<file path="config.mk">
export PLATFORM = sky130hd
export DESIGN_NAME = prefetch_issue_queue
export DESIGN_NICKNAME = d
export VERILOG_FILES = /design/src/rtl/prefetch_issue_queue.sv
export SDC_FILE = /design/constraint.sdc
export NUM_CORES = 2
export LEC_CHECK = 0
export ABC_CLOCK_PERIOD_IN_PS = 15800
export BUFFER_PORTS_ARGS = -buffer_cell sky130_fd_sc_hd__buf_2
export CORE_ASPECT_RATIO = 0.7
export CORE_MARGIN = 5
export CORE_UTILIZATION = 35
export CTS_BUF_LIST = sky130_fd_sc_hd__clkbuf_4
export CTS_CLUSTER_SIZE = 30
export DETAILED_ROUTE_END_ITERATION = 8
export SLEW_MARGIN = 20
export SYNTH_ARGS = -nofsm -noshare
export SYNTH_HDL_FRONTEND = slang
export SYNTH_SLANG_ARGS = --single-unit
</file>
<file path="constraint.sdc">
create_clock -name clk -period 15.8 [get_ports clk]
set_input_delay 0.79 -clock clk [delete_from_list [all_inputs] [get_ports clk]]
set_output_delay 0.79 -clock clk [all_outputs]
set_load 0.1 [all_outputs]
</file>
<file path="src/rtl/prefetch_issue_queue.sv">
// Queue between the best-offset prefetcher and the lower-level cache: drops page-crossing,
// duplicate and overflow candidates, issues the rest in order over valid/ready, and counts each outcome.
module prefetch_issue_queue #(
    parameter int WIDTH     = 64,
    parameter int DEPTH     = 8,
    parameter int FILTER    = 8,
    parameter int LOGLINE   = 6,
    parameter int LOGPAGE   = 12,
    parameter int CNT_WIDTH = 16
) (
    input  logic                 clk,
    input  logic                 rst,
    input  logic                 pf_valid_i,
    input  logic [WIDTH-1:0]     pf_address_i,
    input  logic [WIDTH-1:0]     pf_trigger_i,
    input  logic                 lo_ready_i,
    output logic                 lo_prefetch_valid_o,
    output logic [WIDTH-1:0]     lo_prefetch_address_o,
    output logic [CNT_WIDTH-1:0] issued_count_o,
    output logic [CNT_WIDTH-1:0] drop_page_o,
    output logic [CNT_WIDTH-1:0] drop_dup_o,
    output logic [CNT_WIDTH-1:0] drop_full_o
);

    localparam int LW   = WIDTH - LOGLINE;
    localparam int PTRW = $clog2(DEPTH);
    localparam int FPW  = (FILTER > 1) ? $clog2(FILTER) : 1;
    localparam logic [PTRW:0] DEPTH_C = (PTRW + 1)'(DEPTH);

    logic [LW-1:0]        fifo_mem [DEPTH];
    logic [PTRW-1:0]      head_reg;
    logic [PTRW-1:0]      tail_reg;
    logic [PTRW:0]        count_reg;
    logic [PTRW:0]        count_next;
    logic [LW-1:0]        filter_mem [FILTER];
    logic [FILTER-1:0]    filter_valid_reg;
    logic [FPW-1:0]       filter_ptr_reg;
    logic [CNT_WIDTH-1:0] issued_reg;
    logic [CNT_WIDTH-1:0] drop_page_reg;
    logic [CNT_WIDTH-1:0] drop_dup_reg;
    logic [CNT_WIDTH-1:0] drop_full_reg;

    logic [LW-1:0]     cand_line;
    logic [LW-1:0]     head_line;
    logic [DEPTH-1:0]  fifo_hit;
    logic [FILTER-1:0] filter_hit;
    logic              page_cross;
    logic              dup;
    logic              deq;
    logic              full;
    logic              enq;
    logic              drop_page;
    logic              drop_dup;
    logic              drop_full;
    logic              unused_bits;

    assign cand_line   = pf_address_i[WIDTH-1:LOGLINE];
    assign head_line   = fifo_mem[head_reg];
    assign unused_bits = ^{pf_trigger_i[LOGPAGE-1:0], pf_address_i[LOGLINE-1:0]};

    // An entry is occupied when its distance from head is below count; the head itself
    // still counts in the cycle it is being popped.
    genvar gi;
    generate
        for (gi = 0; gi < DEPTH; gi++) begin : g_fifo_cmp
            logic [PTRW-1:0] offset;
            assign offset       = PTRW'(gi) - head_reg;
            assign fifo_hit[gi] = ({1'b0, offset} < count_reg) && (fifo_mem[gi] == cand_line);
        end
        for (gi = 0; gi < FILTER; gi++) begin : g_filter_cmp
            assign filter_hit[gi] = filter_valid_reg[gi] && (filter_mem[gi] == cand_line);
        end
    endgenerate

    assign page_cross = pf_address_i[WIDTH-1:LOGPAGE] != pf_trigger_i[WIDTH-1:LOGPAGE];
    assign dup        = (|fifo_hit) || (|filter_hit);
    assign deq        = (count_reg != '0) && lo_ready_i;
    assign full       = (count_reg == DEPTH_C) && !deq;

    assign drop_page = pf_valid_i && page_cross;
    assign drop_dup  = pf_valid_i && !page_cross && dup;
    assign drop_full = pf_valid_i && !page_cross && !dup && full;
    assign enq       = pf_valid_i && !page_cross && !dup && !full;

    always_comb begin
        count_next = count_reg;
        if (enq && !deq) begin
            count_next = count_reg + 1'b1;
        end else if (!enq && deq) begin
            count_next = count_reg - 1'b1;
        end
    end

    function automatic logic [CNT_WIDTH-1:0] sat_inc(input logic [CNT_WIDTH-1:0] v);
        return (&v) ? v : v + 1'b1;
    endfunction

    // Storage arrays carry no reset; occupancy and filter valid bits qualify their contents.
    always_ff @(posedge clk) begin
        if (rst && enq) begin
            fifo_mem[tail_reg] <= cand_line;
        end
        if (rst && deq) begin
            filter_mem[filter_ptr_reg] <= head_line;
        end
    end

    always_ff @(posedge clk) begin
        if (!rst) begin
            head_reg         <= '0;
            tail_reg         <= '0;
            count_reg        <= '0;
            filter_valid_reg <= '0;
            filter_ptr_reg   <= '0;
            issued_reg       <= '0;
            drop_page_reg    <= '0;
            drop_dup_reg     <= '0;
            drop_full_reg    <= '0;
        end else begin
            count_reg <= count_next;
            if (enq) begin
                tail_reg <= tail_reg + 1'b1;
            end
            if (deq) begin
                head_reg                         <= head_reg + 1'b1;
                filter_valid_reg[filter_ptr_reg] <= 1'b1;
                filter_ptr_reg <= (filter_ptr_reg == FPW'(FILTER - 1)) ? '0 : filter_ptr_reg + 1'b1;
                issued_reg     <= sat_inc(issued_reg);
            end
            if (drop_page) begin
                drop_page_reg <= sat_inc(drop_page_reg);
            end
            if (drop_dup) begin
                drop_dup_reg <= sat_inc(drop_dup_reg);
            end
            if (drop_full) begin
                drop_full_reg <= sat_inc(drop_full_reg);
            end
        end
    end

    assign lo_prefetch_valid_o   = count_reg != '0;
    assign lo_prefetch_address_o = lo_prefetch_valid_o ? {head_line, {LOGLINE{1'b0}}} : '0;
    assign issued_count_o        = issued_reg;
    assign drop_page_o           = drop_page_reg;
    assign drop_dup_o            = drop_dup_reg;
    assign drop_full_o           = drop_full_reg;

endmodule

</file>
==> out/qor.csv <==
metric,value,unit
vias,32300,
cts_resized,0,
ir_worst_vdd,0.237,mV
io_pins,261,
wire_per_inst,32.9,µm
timing.fmax,169,MHz
dieArea,146000,µm²
grt_antenna_before_repair,23,
numCtsBuffers,286,
drtAntennaViolNets,0,
std_cell_rows,114,
drc_errors,0,
cts_max_level,5,
dpl_cell_area,51200,µm²
hpwl,129,mm
critPathSlowestCell,nor3_2,
cts_hold_buf,4,
layout_common_cells,"edfxtp_1, xnor2_1, clkbuf_4",
crit_cells,20,
setup_viol,0,
clkSinkCount,1016,
holdCritPathClass,input pin to register,
fin_nets,3849,
first_global_vias,30000,
holdWs,113,ps
wirelength,189,mm
design_area,54600,µm²
worstPathRequired,16910,ps
async_flop_share,0,
layout.cells.most_common,edfxtp_1,
reg2reg_depth,18,
rsz0062_at_grt,false,
drive_gt1_frac,0.254,
crit_arrival,7020,ps
cp_top_family,simple AND/OR/NAND/NOR gates,
tightest_slew,1210,ps
fillers,12900,
drv_cap,0,
period_share,0.374,
worstSetupEndpoint,count_reg[3]$_SDFFE_PN0P_,
drv_slew,0,
setup-tns-final,0,ps
track_usage,0.252,
criticalPathCategory,input pin to register,
r2r_end,count_reg[3]$_SDFFE_PN0P_,
grt_overflow_total,0,
reg_top3,"fifo_mem x464, filter_mem x464",
core-area,138000,µm²
status,"complete, no violations",
synth_area,48400,µm²
slew_headroom,0.185,
firstDrtPassIters,8,
clockRootBuffer,clkbuf_4,
yosysWarnings,0,
portBuffers,236,
clkTransAtPathRegs,60,ps
synth_ff_type,edfxtp_1,
yosysUniqueCellTypes,80,
path_cells,"dlygate4sd3_1, buf_2, buf_4, xor2_1, nor4_1, nand4_1, nor4_1, o211a_1, nor3_1, nand4_1, buf_4, nor3_2, ha_1, inv_1, ha_1, a21o_1, a21oi_1, xnor2_1, or3_1, a21oi_1",
power_density,147,nW/µm²
clk_latency,1310,ps
drt-initial-drc-count,5290,
cp_slowest_stage_delay,920,ps
startpoint,pf_address_i[58],
floorplan.initialDensity,0.351,
timing_hold_violations_final,0,
grt_max_degree,60,
grt_pass1_wl,251,mm
critPathCaptureType,register,
synth-seq-area-share,0.613,
start_kind,input pin,
postCtsSetupBuffers,0,
synth-seq-cells,1016,
power,0.00803,W
syn_area_per_cell,14.9,µm²
synth_edf_count,928,
area_growth,13.0,%
rr_startpoint,count_reg[1]$_SDFFE_PN0P_,
cp_max_fo,40,
post-route-min-period,5910,ps
worst-path-buf-inv,5,
cts_buffer_depth,4,
fin_util,0.397,
die_h,321,µm
avgViaCountPerCell,5.63,
die_w,454,µm
synthCells,3253,
finClkSkew,142,ps
gp_congestion,0.984,
cellLeakagePower,18.1,nW
tritoncts,done,
r2r_setup_slack,10100,ps
## worst min-delay path by stage
stage,from,cells after the start,endpoint
after detailed placement,filter_valid_reg[5]$_SDFFE_PN0P_,1,filter_valid_reg[5]$_SDFFE_PN0P_
final,rst,3,drop_dup_o[4]$_SDFFE_PN0P_
after CTS,rst,3,drop_dup_o[10]$_SDFFE_PN0P_
after global routing,pf_address_i[49],2,fifo_mem[7][43]$_DFFE_PP_
after floorplan,filter_valid_reg[3]$_SDFFE_PN0P_,1,filter_valid_reg[3]$_SDFFE_PN0P_
after global placement,filter_valid_reg[4]$_SDFFE_PN0P_,1,filter_valid_reg[4]$_SDFFE_PN0P_
## per-layer routing
| metal | vias to the layer above | track usage | share of wire |
|---|---|---|---|
| li1 | 13200 | - | - |
| met1 | 16500 | 0.351 | 0.40 |
| met2 | 2350 | 0.332 | 0.40 |
| met3 | 309 | 0.133 | 0.17 |
| met4 | 4 | 0.0820 | 0.031 |
| met5 | - | 0 | 0.00012 |
## cells in the mapped netlist (43+ instances only)
library cell | instances | area, µm²
xor2_1 | 408 | 3570
dfxtp_1 | 88 | 1760
buf_6 | 81 | 912
nor4_1 | 136 | 851
and2_1 | 64 | 400
xnor2_1 | 504 | 4410
mux4_2 | 116 | 2610
edfxtp_1 | 928 | 27900
nand4_1 | 166 | 1040
nor2_1 | 58 | 218
clkbuf_1 | 43 | 161
inv_1 | 67 | 251
nand2_1 | 51 | 191
mux2_2 | 58 | 653
## through the flow
stage	setup slack, ps	instances
after floorplan	8430	3258
after global placement	9440	5256
after detailed placement	9440	5256
after CTS	9990	5720
after global routing	9810	5730
final	9890	5744
## final cells by class
type	count	area, µm²	share of cell area
Multi-Input combinational cell	1978	17100	0.313
Clock buffer	416	3120	0.0572
Clock inverter	44	226	0.00414
Sequential cell	1016	29600	0.542
Antenna cell	24	60.1	0.00110
Timing Repair Buffer	329	1890	0.0346
Tap cell	1856	2320	0.0425
Inverter	81	307	0.00561
## where the power goes
| part | switching [W] | total [W] | internal, W |
|---|---|---|---|
| logic | 0.00199 | 0.00251 | 0.000526 |
| registers | 0.0000512 | 0.00316 | 0.00311 |
| clock network | 0.00114 | 0.00236 | 0.00123 |
## logic make-up (layout without fill, tap and decap cells)
group | count (synthesis) | after routing | share of synthesized area
AOI/OAI and AO/OA | 189 | 189 | 0.0284
buffers and inverters | 264 | 870 | 0.0367
xor gates and xnor gates | 915 | 915 | 0.166
DFF | 1016 | 1016 | 0.613
and+or+nand+nor | 651 | 651 | 0.0781
other | 1 | 30 | 0.0000775
adders and majority gates | 25 | 25 | 0.00662
muxes | 192 | 192 | 0.0713
## worst min-delay path: stages
cell and delay, ps:
buf_2 270, nand2_1 130, mux2i_1 50
Power figures use the tool's default switching activity.
